==> src/rtl/can_crc_unit.sv <==
// Serial CAN CRC engine/checker: accumulates data-bit CRC, captures the received CRC field, issues a one-cycle verdict.
// Optional saturating mismatch counter enabled by defining CAN_CRC_ERR_CNT_EN (otherwise err_count is tied to 0).
module can_crc_unit #(
  parameter int              CRC_W = 15,
  parameter logic [CRC_W-1:0] POLY = 15'h4599,
  parameter logic [CRC_W-1:0] INIT = '0,
  parameter int              CNT_W = 8
) (
  input  logic             clock,
  input  logic             reset_n,
  input  logic             enable,
  input  logic             start,
  input  logic             bit_valid,
  input  logic             bit_in,
  input  logic             data_done,
  input  logic             cnt_clr,
  output logic             busy,
  output logic [CRC_W-1:0] crc_value,
  output logic             crc_valid,
  output logic             crc_error,
  output logic [CNT_W-1:0] err_count
);

  localparam int RC_W = $clog2(CRC_W + 1);

  typedef enum logic [1:0] {IDLE, CALC, RECV, DONE} state_t;

  state_t           state, state_nxt;
  logic [CRC_W-1:0] crc_reg;
  logic [CRC_W-1:0] rx_sr;
  logic [RC_W-1:0]  rx_cnt;
  logic [CRC_W-1:0] crc_next;
  logic             fb;
  logic             last_rx_bit;

  assign fb          = bit_in ^ crc_reg[CRC_W-1];
  assign crc_next    = {crc_reg[CRC_W-2:0], 1'b0} ^ (fb ? POLY : '0);
  assign last_rx_bit = bit_valid && (rx_cnt == RC_W'(CRC_W - 1));
  assign crc_value   = crc_reg;

  always_ff @(posedge clock or negedge reset_n) begin
    if (!reset_n) state <= IDLE;
    else          state <= state_nxt;
  end

  always_comb begin
    state_nxt = state;
    if (!enable) begin
      state_nxt = IDLE;
    end else if (start) begin
      state_nxt = CALC;
    end else begin
      case (state)
        CALC:    if (data_done)   state_nxt = RECV;
        RECV:    if (last_rx_bit) state_nxt = DONE;
        DONE:    state_nxt = IDLE;
        default: state_nxt = state;
      endcase
    end
  end

  always_comb begin
    busy = (state == CALC) || (state == RECV);
  end

  // Verdict flags are registered out of DONE, so they appear the cycle after DONE.
  always_ff @(posedge clock or negedge reset_n) begin
    if (!reset_n) begin
      crc_reg   <= '0;
      rx_sr     <= '0;
      rx_cnt    <= '0;
      crc_valid <= 1'b0;
      crc_error <= 1'b0;
    end else if (!enable) begin
      crc_reg   <= '0;
      rx_sr     <= '0;
      rx_cnt    <= '0;
      crc_valid <= 1'b0;
      crc_error <= 1'b0;
    end else begin
      crc_valid <= 1'b0;
      crc_error <= 1'b0;
      if (start) begin
        crc_reg <= INIT;
        rx_sr   <= '0;
        rx_cnt  <= '0;
      end else begin
        case (state)
          CALC: if (bit_valid) crc_reg <= crc_next;
          RECV: if (bit_valid) begin
            rx_sr  <= {rx_sr[CRC_W-2:0], bit_in};
            rx_cnt <= rx_cnt + RC_W'(1);
          end
          DONE: begin
            crc_valid <= 1'b1;
            crc_error <= (rx_sr != crc_reg);
          end
          default: ;
        endcase
      end
    end
  end

`ifdef CAN_CRC_ERR_CNT_EN
  logic mismatch_now;
  assign mismatch_now = enable && !start && (state == DONE) && (rx_sr != crc_reg);

  always_ff @(posedge clock or negedge reset_n) begin
    if (!reset_n)
      err_count <= '0;
    else if (cnt_clr)
      err_count <= '0;
    else if (mismatch_now && (err_count != '1))
      err_count <= err_count + CNT_W'(1);
  end
`else
  logic unused_cnt_clr;
  assign unused_cnt_clr = cnt_clr;
  assign err_count      = '0;
`endif

endmodule

==> config.mk <==
export PLATFORM = sky130hd
export DESIGN_NAME = can_crc_unit
export DESIGN_NICKNAME = d
export VERILOG_FILES = /design/src/rtl/can_crc_unit.sv
export SDC_FILE = /design/constraint.sdc
export NUM_CORES = 1
export LEC_CHECK = 0
export ABC_AREA = 1
export BUFFER_PORTS_ARGS = -buffer_cell sky130_fd_sc_hd__buf_2
export CAP_MARGIN = 20
export CELL_PAD_IN_SITES_DETAIL_PLACEMENT = 2
export CELL_PAD_IN_SITES_GLOBAL_PLACEMENT = 2
export CORE_ASPECT_RATIO = 1.75
export CORE_MARGIN = 3
export CORE_UTILIZATION = 33
export DETAILED_ROUTE_END_ITERATION = 10
export PLACE_DENSITY_LB_ADDON = 0.1
export SETUP_SLACK_MARGIN = 0.4
export SLEW_MARGIN = 25
export SYNTH_ARGS = -nofsm -noshare
export SYNTH_HDL_FRONTEND = slang
export SYNTH_SLANG_ARGS = --single-unit
==> constraint.sdc <==
create_clock -name clock -period 1.7 [get_ports clock]
set_input_delay 0.255 -clock clock [delete_from_list [all_inputs] [get_ports clock]]
set_output_delay 0.255 -clock clock [all_outputs]
set_load 0.01 [all_outputs]
; After elaboration in Yosys (flattened, before gate mapping)
; Index checks and enable logic that the tools add are counted.
[totals]
romBits = 0
latchBits = 0
mem_count = 0
mem_bits_rw = 0
elab_cells = 49
ff_bits = 38
[op_classes]
n_div = 0
mul = 0
add_sub_neg = 1
eq_ne = 11
n_bitwise = 2
magnitude_cmp = 0
reduce_logical = 5
muxes = 24
n_shift = 0
[op_table]
columns = cell, count
row1 = $mux W15, 9
row2 = $mux W4, 4
row3 = $ne A15 B15 Y1, 1
row4 = $xor A15 B15 Y15, 1
row5 = $ne A3 B1 Y1 const B, 3
row6 = $mux W2, 4
row7 = $ne A4 B4 Y1 const B, 2
row8 = $mux W1, 6
row9 = $pmux W2 S3, 1
row10 = $ne A5 B1 Y1 const B, 1
row11 = $add A4 B1 Y4 const B, 1
row12 = $eq A2 B2 Y1 const B, 2
row13 = $eq A4 B4 Y1 const B, 1
row14 = $reduce_and A2 Y1, 2
row15 = $reduce_and A3 Y1, 1
row16 = $eq A2 B1 Y1 const B, 1
row17 = $logic_and A1 B1 Y1, 1
row18 = $logic_or A1 B1 Y1, 1
row19 = $xor A1 B1 Y1, 1

; Logic depth before layout (Yosys ltp)
; Gate-level depths: netlist (run 1).
[logic_depth]
depth_word = 7
ltp_mapped = 8

; Worst setup path after synthesis (run 1)
; Ideal clock, no wire load.
[synth_timing]
path_kind = reg-to-reg
startpoint = register state[0]
endpoint = register rx_cnt[3]
t_arrival_ns = 1.130
period_less_slack_ns = 1.250
path_buffers = 0
slack_ns = 0.450
setup_time_ns = 0.120
stages_incl_launch_ff = 8
required_ns = 1.580
path_cell_list = dfrtp_1 inv_1 ha_1 nand2_2 nand2_4 nand2_2 o21ai_1 a21oi_1
[synth_between]
elab_chain_cells = 3
[synth_lines]
columns = element, line
row1 = from (decl), 28  ; state_t state, state_nxt;
row2 = from (signal assigned), 43  ; else state <= state_nxt;
row3 = $eq A2 B2 Y1, 88  ; case (state)
row4 = $ne A3 B1 Y1 (no source line), --
row5 = $reduce_and A2 Y1 (no source line), --
row6 = to (signal assigned), 92  ; rx_cnt <= rx_cnt + RC_W'(1);
row7 = to (decl), 31  ; logic [RC_W-1:0] rx_cnt;
; Every way passes these cells.
; A chain may end at the register's enable or synchronous reset.

; Final worst setup path (run 1)
[layout_timing]
startpoint = register state[1]
endpoint = output port busy
[layout_between]
elab_chain_cells = 2
elab_cells_between_ends = 3
classes_between = eq/ne: 2 / reduce/logical: 1
[layout_lines]
columns = element, line
row1 = $eq A2 B1 Y1 / $eq A2 B2 Y1 (equally long branches), 63  ; busy = (state == CALC) || (state == RECV);
row2 = $logic_or A1 B1 Y1 (*), 63
row3 = to (decl), 17  ; output logic busy,
; Mark *: on every way between the ends. The rest lies on a longest branch, timed or not.

==> results of run 1 <==
metrics by stage:
| stage | utilization (%) | cell area (um2) |
|---|---|---|
| final | 42.1 | 2390 |
| after global routing | 42.1 | 2390 |
| after CTS | 40.8 | 2320 |
| after detailed placement | 37.3 | 2120 |
| after global placement | 37.3 | 2120 |
| after floorplan | - | 2000 |
kinds of logic after synthesis:
logic type / synth area share [%]
AOI/OAI and AO/OA: 12.7
xor gates and xnor gates: 4.50
buffers and inverters: 13.3
DFF: 48.2
and+or+nand+nor: 17.9
other: 0.190
adders and majority gates: 3.17
layer usage:
metal  track usage, %  wire [um]
met5                0          0
met2             33.2       3190
met1             17.1       2020
met4             5.45         76
met3             3.33        149
cell usage after synthesis:
cell type	count	area share (%)
a21oi_1	7	1.8
buf_4	8	3.0
buf_6	4	2.3
conb_1	1	0.19
dfrtp_1	38	48
ha_1	5	3.2
inv_1	41	7.8
inv_2	1	0.19
nand2_1	51	9.7
nand2_2	2	0.63
nand2_4	2	1.1
nand3_1	4	1.0
nand3_4	2	1.8
nand4_1	1	0.32
nor2_1	11	2.1
nor2_8	1	1.0
nor3_1	1	0.25
o21ai_0	1	0.25
o21ai_1	1	0.25
o22ai_1	31	9.8
o22ai_2	1	0.63
xnor2_1	1	0.44
xnor2_4	1	1.4
xor2_1	6	2.7
final timing paths:
kind	from	to	slack [ns]	depth (start not counted)
setup / recovery	state[1]	busy	0.30	3
hold / removal	reset_n	crc_value[2]	0.009	2
setup reg to reg	state[1]	state[0]	0.37	6
hold reg to reg	rx_cnt[3]	rx_cnt[3]	0.55	2
max in group asynchronous	reset_n	state[1]	1.30	2
min in group clock	enable	state[0]	0.22	3
final cells by class:
type | instances | area [um2]
Clock buffer | 7 | 76.3
Clock inverter | 1 | 30.0
Fill cell | 668 | 3280
Inverter | 42 | 158
Multi-Input combinational cell | 138 | 867
Sequential cell | 38 | 953
Tap cell | 76 | 95.1
Timing Repair Buffer | 32 | 211
placed cells by master, fill, tap and decap left out, types with 6 or more instances in the layout:
cell type	n
inv_1	38
buf_4	6
o22ai_1	30
a21oi_1	6
nor2_1	10
dfrtp_1	36
buf_2	23
nand2_1	49
xor2_1	6
conb_1	8
power groups by stage:
stage	logic, mW	clock network, mW	registers [mW]
3_3_place_gp	0.213	0	0.950
2_1_floorplan	0.153	0	0.950
6_report	0.295	0.763	0.935
3_5_place_dp	0.218	0	0.951
5_1_grt	0.326	0.817	0.938
4_1_cts	0.273	0.774	0.934
flip-flops by register name, summed over array words and instances, names as in the netlist:
register,count
rx_sr,15
state,2
crc_error,1
rx_cnt,4
crc_value,15
crc_valid,1
what timing repair did:
item                       in CTS  in global routing
gates resized for setup        11                  9
setup endpoints to repair      35                 19
pin swaps                       3                  1
buffers inserted                4                  3
hold buffers                    0                  0
gates cloned                    0                  1
==> flow_metrics.env, run 1 <==
export IMPL_place_ws_ns=0.171
export IMPL_crit_buf_inv=2
export IMPL_fin_setup_tns_ns=0
export IMPL_fmax_mhz=715
export IMPL_ys_ff_latch=38
export IMPL_post_place_cells=318
export IMPL_htreeDepth=2
export IMPL_p_seq_share_pct=46.9
export IMPL_grt_max_degree=39
export IMPL_port_buffers=24
export IMPL_ir_drop_mv=0.510
export IMPL_p_comb_share_pct=14.8
export IMPL_p_sw_share_pct=26.1
export IMPL_postRouteWirelength_um=5440
export IMPL_clkLatencyLatePin_ns=0.29
export IMPL_root_buffer="clkbuf_8"
export IMPL_p_per_area_nw_per_um2=833
export IMPL_skew_ns=0.00604
export IMPL_post_dp_hpwl_um=3770
export IMPL_max_cap_violations=0
export IMPL_hold_viol_final=0
export IMPL_yosysWarnings=0
export IMPL_routedWlPerCell_um=16.3
export IMPL_fp_coreArea_um2=5680
export IMPL_cp_start_kind="register"
export IMPL_internal_power_mw=1.47
export IMPL_period_share_pct=82.2
export IMPL_finalCriticalPeriod_ns=1.40
export IMPL_clk_path_buf_depth=2
export IMPL_hp_class="in2async"
export IMPL_viasPerCell=4.74
export IMPL_status="finished clean"
export IMPL_antenna_found_initial=0
export IMPL_cpMaxStageDelayCell="dfrtp_2"
export IMPL_num_antenna_cells=0
export IMPL_stdcell_count=334
export IMPL_p_leak_nw=1.16
export IMPL_syn_cell_area_um2=1970
export IMPL_critPathMaxFanout=4
export IMPL_end_kind="output pin"
export IMPL_gr_total_overflow=0
export IMPL_drc=0
export IMPL_crit_chain="ha_4, inv_2, buf_6"
export IMPL_p_sw_mw=0.520
export IMPL_postSynthAreaPerCell_um2=8.89
export IMPL_worstMarginPinSlew_ns=0.507
export IMPL_rsz0062_at_grt="yes"
export IMPL_worstSetupPathType="reg2out"
export IMPL_synthCells=222
export IMPL_grt_pass1_vias=1790
export IMPL_hold_ws_ns=0.00859
export IMPL_path_clk_slew_ns=0.08
export IMPL_vias=1584
export IMPL_pin_count=34
export IMPL_power_mw=1.99
export IMPL_slew_headroom_pct=66.2
export IMPL_worstPathRequired_ns=1.44
export IMPL_grt_use_total_pct=16.8
export IMPL_nets=270
export IMPL_ys_seq_area_share_pct=48.2
export IMPL_grt_first_pass_wirelength_um=8830
export IMPL_path_delay_family="flip-flops"
export IMPL_area_growth_pct=21.1
export IMPL_numCtsBuffers=5
export IMPL_cts_num_sinks=38
export IMPL_p_clk_share_pct=38.3
export IMPL_fp_dieW_um=64.5
export IMPL_start_util_pct=34.8
export IMPL_antenna_left=0
export IMPL_rows=36
export IMPL_drtIter0Drc=47
export IMPL_die_y_um=108
export IMPL_yosys_cell_types_count=24
export IMPL_setup_ws_ns=0.302
export IMPL_drv_slew=0
export IMPL_critPathArrivalTime_ns=1.14
export IMPL_gp_congestion=0.674
export IMPL_cp_slowest_stage_delay_ns=0.44
export IMPL_drive_gt1_share_pct=24.0
export IMPL_die_area_um2=6980
export IMPL_cts_tree="built"
export IMPL_finalSetupViolCount=0
export IMPL_drt_pass1_iter_count=4
(Power assumes the default switching activity.)
==> run 2: changes to the inputs <==
Clock period 1.7 ns to 1.3 ns, I/O delays scaled along.
==> run 2 against run 1 <==
Clock-buffer cell count did not move. Routed wire length up 50%. Hold slack improved by 0.14 ns. Register-to-register slack worse by 0.42 ns. Clock power rose by 14%. The flow now finishes with violations (setup timing). Global-route usage up 4.0 points.
==> flow_metrics.env, run 2 (synthesis gave the netlist of run 1 again) <==
export IMPL_status="finished, violations left"
export IMPL_violations="setup timing"
export IMPL_dpl_cell_area_um2=2210
export IMPL_gp_congestion=0.694
export IMPL_finalCriticalPeriod_ns=1.37
export IMPL_clk_path_buf_depth=2
export IMPL_cts_num_sinks=38
export IMPL_critPathArrivalTime_ns=1.17
export IMPL_area_growth_pct=54.0
export IMPL_routedWlPerCell_um=22.4
export IMPL_grt_first_pass_wirelength_um=10700
export IMPL_cp_slowest_stage_delay_ns=0.42
export IMPL_postRouteWirelength_um=8160
export IMPL_power_mw=2.71
export IMPL_finalSetupViolCount=18
export IMPL_fp_dieW_um=64.5
export IMPL_die_y_um=108
export IMPL_post_place_cells=323
export IMPL_port_buffers=24
export IMPL_period_share_pct=105
export IMPL_grt_max_degree=39
export IMPL_rsz0062_at_grt="yes"
export IMPL_vias=1837
export IMPL_antenna_left=0
export IMPL_cp_start_kind="register"
export IMPL_post_dp_hpwl_um=3960
export IMPL_crit_chain="inv_2, ha_4, inv_2, buf_6"
export IMPL_internal_power_mw=1.90
export IMPL_fmax_mhz=730
export IMPL_final_util_pct=53.6
export IMPL_max_cap_violations=0
export IMPL_p_comb_share_pct=22.7
export IMPL_path_common_cell="inv_2"
export IMPL_hold_ws_ns=0.144
export IMPL_drt_pass1_iter_count=4
export IMPL_clkLatencyLatePin_ns=0.30
export IMPL_num_antenna_cells=0
export IMPL_grt_use_total_pct=20.8
export IMPL_worstSetupPathType="reg2out"
export IMPL_hold_viol_final=0
export IMPL_p_sw_share_pct=30.0
export IMPL_p_sw_mw=0.815
export IMPL_p_per_area_nw_per_um2=892
export IMPL_drive_gt1_share_pct=52.4
export IMPL_drv_slew=0
export IMPL_pin_count=34
export IMPL_root_buffer="clkbuf_8"
export IMPL_viasPerCell=5.05
export IMPL_p_leak_nw=1.36
export IMPL_skew_ns=0.0108
export IMPL_gr_total_overflow=0
export IMPL_cts_tree="built"
export IMPL_fp_coreArea_um2=5680
export IMPL_rows=36
export IMPL_hp_class="in2reg"
export IMPL_final_common_cell="nand2_1"
export IMPL_start_util_pct=34.8
export IMPL_worstPathRequired_ns=1.11
export IMPL_critPathMaxFanout=3
export IMPL_stdcell_count=364
export IMPL_nets=300
export IMPL_setup_ws_ns=-0.0694
export IMPL_drc=0
export IMPL_antenna_found_initial=0
export IMPL_end_kind="output pin"
export IMPL_design_area_um2=3040
export IMPL_htreeDepth=2
export IMPL_die_area_um2=6980
export IMPL_p_clk_share_pct=32.1
export IMPL_cpMaxStageDelayCell="dfrtp_1"
export IMPL_grt_pass1_vias=1956
export IMPL_final_cell_mix="nand2_1, dfrtp_1, o22ai_2, inv_1, inv_2"
export IMPL_path_clk_slew_ns=0.07
export IMPL_drtIter0Drc=61
export IMPL_ir_drop_mv=0.406
export IMPL_numCtsBuffers=5
export IMPL_p_seq_share_pct=45.2
-- run 2: cell types whose count changed in the layout (fill, tap and decap cells not counted), sizes merged --
cell         previous run  this run
nand3                   6         9
dlygate4sd3             0         1
clkinv                  0         1
bufinv                  1         0
buf                    32        58
-- run 2: area by class of cell --
class                           count  area (um2)
Clock buffer                        7        86.3
Clock inverter                      1        5.00
Fill cell                         603        2640
Inverter                           42         158
Multi-Input combinational cell    141        1220
Sequential cell                    38         953
Tap cell                           76        95.1
Timing Repair Buffer               59         520
-- run 2: power groups by stage --
stage	Combinational [mW]	Clock [mW]	Sequential [mW]
final	0.615	0.871	1.23
after global routing	0.656	0.924	1.23
after floorplan	0.217	0	1.25
after CTS	0.519	0.873	1.22
after global placement	0.328	0	1.25
after detailed placement	0.332	0	1.25
-- run 2: critical path, delay by kind of cell, from the launching register on --
kind                     cells  cell delay, ns
adder cells (fa/ha/maj)      1            0.20
flip-flops                   1            0.42
buffers and inverters        3            0.26
-- run 2: path summary, 6_finish.rpt --
path | from | to | slack, ns | depth (start not counted)
setup / recovery | state[0] | busy | -0.07 | 4
hold / removal | enable | state[0] | 0.14 | 3
setup reg to reg | state[0] | rx_sr[0] | -0.05 | 7
hold reg to reg | rx_cnt[2] | rx_cnt[2] | 0.59 | 2
max in group asynchronous | reset_n | state[1] | 0.69 | 3
min in group asynchronous | reset_n | crc_value[13] | 0.40 | 3
-- run 2: per-stage QoR --
step	setup WS (ns)	TNS, ns
floorplan	0.0661	0
global placement	0.00388	0
detailed placement	-0.0385	-0.0704
CTS	-0.0531	-0.0890
global route	-0.126	-2.38
finish	-0.0694	-0.533
-- run 2: layer usage --
metal | part of all wire [%] | track usage [%] | wire (um) | vias up
met1 | 34 | 22.8 | 2820 | 928
met3 | 2.7 | 2.49 | 222 | 30
li1 | - | - | - | 831
met4 | 5.2 | 6.66 | 427 | 0
met2 | 58 | 40.5 | 4700 | 48
met5 | 0 | 0 | 0 | -
-- run 2: repair_timing --
item	in CTS	in global routing
pin swaps	16	15
hold buffers	1	0
endpoints found under the hold margin	38	0
gates resized for setup	54	46
cloned	5	0
setup endpoints to repair	56	56
setup buffers	17	10
==> run 3: changes to the inputs <==
Settings changed: CORE_UTILIZATION 33 to 24.
==> run 3 against run 2 <==
The flow still finishes with violations (setup timing). Total power increased by 6.5%. Clock power rose by 34%. First-iteration DRC count shrank 56%. Largest cell class unchanged. Fmax rose by 1.7%.
==> flow_metrics.env, run 3 (synthesis gave the netlist of run 1 again) <==
export IMPL_critPathMaxFanout=4
export IMPL_met3_length_um=148
export IMPL_finalCriticalPeriod_ns=1.35
export IMPL_finalSetupViolCount=2
export IMPL_fin_setup_tns_ns=-0.0591
export IMPL_skew_ns=0.00400
export IMPL_grt_max_degree=19
export IMPL_start_util_pct=24.8
export IMPL_drv_slew=0
export IMPL_clk_path_buf_depth=2
export IMPL_drive_gt1_share_pct=43.6
export IMPL_cts_num_sinks=38
export IMPL_vias=1756
export IMPL_fmax_mhz=742
export IMPL_p_clk_share_pct=40.4
export IMPL_internal_power_mw=2.11
export IMPL_final_cell_mix="nand2_1, dfrtp_1, inv_1, buf_4"
export IMPL_fp_dieW_um=74.6
export IMPL_p_sw_share_pct=26.9
export IMPL_drt_pass1_iter_count=4
export IMPL_num_antenna_cells=0
export IMPL_numCtsBuffers=5
export IMPL_root_buffer="clkbuf_16"
export IMPL_worstSetupPathType="reg2out"
export IMPL_final_common_cell="nand2_1"
export IMPL_hold_ws_ns=0.142
export IMPL_p_sw_mw=0.776
export IMPL_grt_pass1_vias=1919
export IMPL_violations="setup timing"
export IMPL_nFillCells=914
export IMPL_max_cap_violations=0
export IMPL_cpMaxStageDelayCell="dfrtp_2"
export IMPL_drtIter0Drc=27
export IMPL_setup_ws_ns=-0.0468
export IMPL_cp_slowest_stage_delay_ns=0.45
export IMPL_p_seq_share_pct=42.5
export IMPL_path_clk_slew_ns=0.06
export IMPL_routedWlPerCell_um=17.6
export IMPL_die_area_um2=9390
export IMPL_status="finished, violations left"
export IMPL_wl_met1_um=2260
export IMPL_ir_drop_mv=0.547
export IMPL_grt_first_pass_wirelength_um=9970
export IMPL_period_share_pct=104
export IMPL_hp_class="in2reg"
export IMPL_viasPerCell=4.75
export IMPL_cp_start_kind="register"
export IMPL_rsz0062_at_grt="yes"
export IMPL_top_layer="met4"
export IMPL_grt_use_total_pct=14.6
export IMPL_pin_count=34
export IMPL_htreeDepth=2
export IMPL_crit_chain="ha_4, inv_2, buf_6"
export IMPL_area_growth_pct=46.7
export IMPL_wl_met2_um=3950
export IMPL_antenna_found_initial=0
export IMPL_die_y_um=126
export IMPL_clkLatencyLatePin_ns=0.28
export IMPL_gp_congestion=0.717
export IMPL_antenna_left=0
export IMPL_post_dp_hpwl_um=4280
export IMPL_rows=43
export IMPL_end_kind="output pin"
export IMPL_nets=293
export IMPL_port_buffers=24
export IMPL_gr_total_overflow=0
export IMPL_p_comb_share_pct=17.2
export IMPL_critPathArrivalTime_ns=1.15
export IMPL_p_per_area_nw_per_um2=998
export IMPL_p_leak_nw=1.31
export IMPL_drc=0
export IMPL_worstPathRequired_ns=1.11
export IMPL_postRouteWirelength_um=6500
export IMPL_cts_tree="built"
export IMPL_hold_viol_final=0
export IMPL_fp_coreArea_um2=7960
## run 3: repair_timing
action                     CTS  global route
buffers inserted            13             8
pin swaps                   18             5
hold endpoints to repair    12             0
hold buffers                 1             0
resized for setup           41            28
cloned                       3             0
setup endpoints to repair   56            64
## run 3: per-stage QoR
stage / instance area [um2] / std cells / power, mW / util (%) / worst slack (ns)
after floorplan: 2030 / 229 / 1.46 / - / 0.0661
after global placement: 2250 / 338 / 1.59 / 28.2 / -0.0138
after detailed placement: 2250 / 338 / 1.60 / 28.2 / -0.0326
after CTS: 2710 / 362 / 2.89 / 34.0 / -0.0672
after global routing: 2900 / 370 / 3.04 / 36.4 / -0.0931
final: 2900 / 370 / 2.89 / 36.4 / -0.0468
## run 3: path summary, 6_finish.rpt
path                       cells after the start      start  slack (ns)            end
max                                            3   state[1]       -0.05           busy
min                                            3     enable        0.14       state[0]
max reg2reg                                    7   state[1]       -0.01       state[1]
min in group asynchronous                      2    reset_n        0.34  crc_value[12]
max in group asynchronous                      3    reset_n        0.55   crc_value[2]
min reg2reg                                    2  rx_cnt[3]        0.56      rx_cnt[3]
## run 3: cell type report
type | count | area (um2) | share of cell area [%]
inverter | 42 | 158 | 5.44
timing repair buffer | 53 | 440 | 15.2
clock buffer | 7 | 133 | 4.58
tap | 90 | 113 | 3.89
sequential | 38 | 956 | 33.0
multi-input combinational | 140 | 1100 | 37.9
## run 3: power groups by stage
| stage | combinational [mW] | clock (mW) | sequential, mW |
|---|---|---|---|
| after CTS | 0.439 | 1.23 | 1.23 |
| after global routing | 0.542 | 1.27 | 1.23 |
| after global placement | 0.345 | 0 | 1.25 |
| after detailed placement | 0.350 | 0 | 1.25 |
| final | 0.497 | 1.17 | 1.23 |
| after floorplan | 0.217 | 0 | 1.25 |
## run 3: routing by layer
metal | global-route usage (%) | vias up
met5 | 0 | -
met4 | 5.66 | 0
met3 | 2.96 | 8
met2 | 27.9 | 26
met1 | 14.7 | 899
li1 | - | 823
## run 3: critical path: cells and delay by family (launching register included)
| kind | cells | cell delay (ns) |
|---|---|---|
| DFF | 1 | 0.45 |
| adders and majority gates | 1 | 0.28 |
| buffers and inverters | 2 | 0.15 |
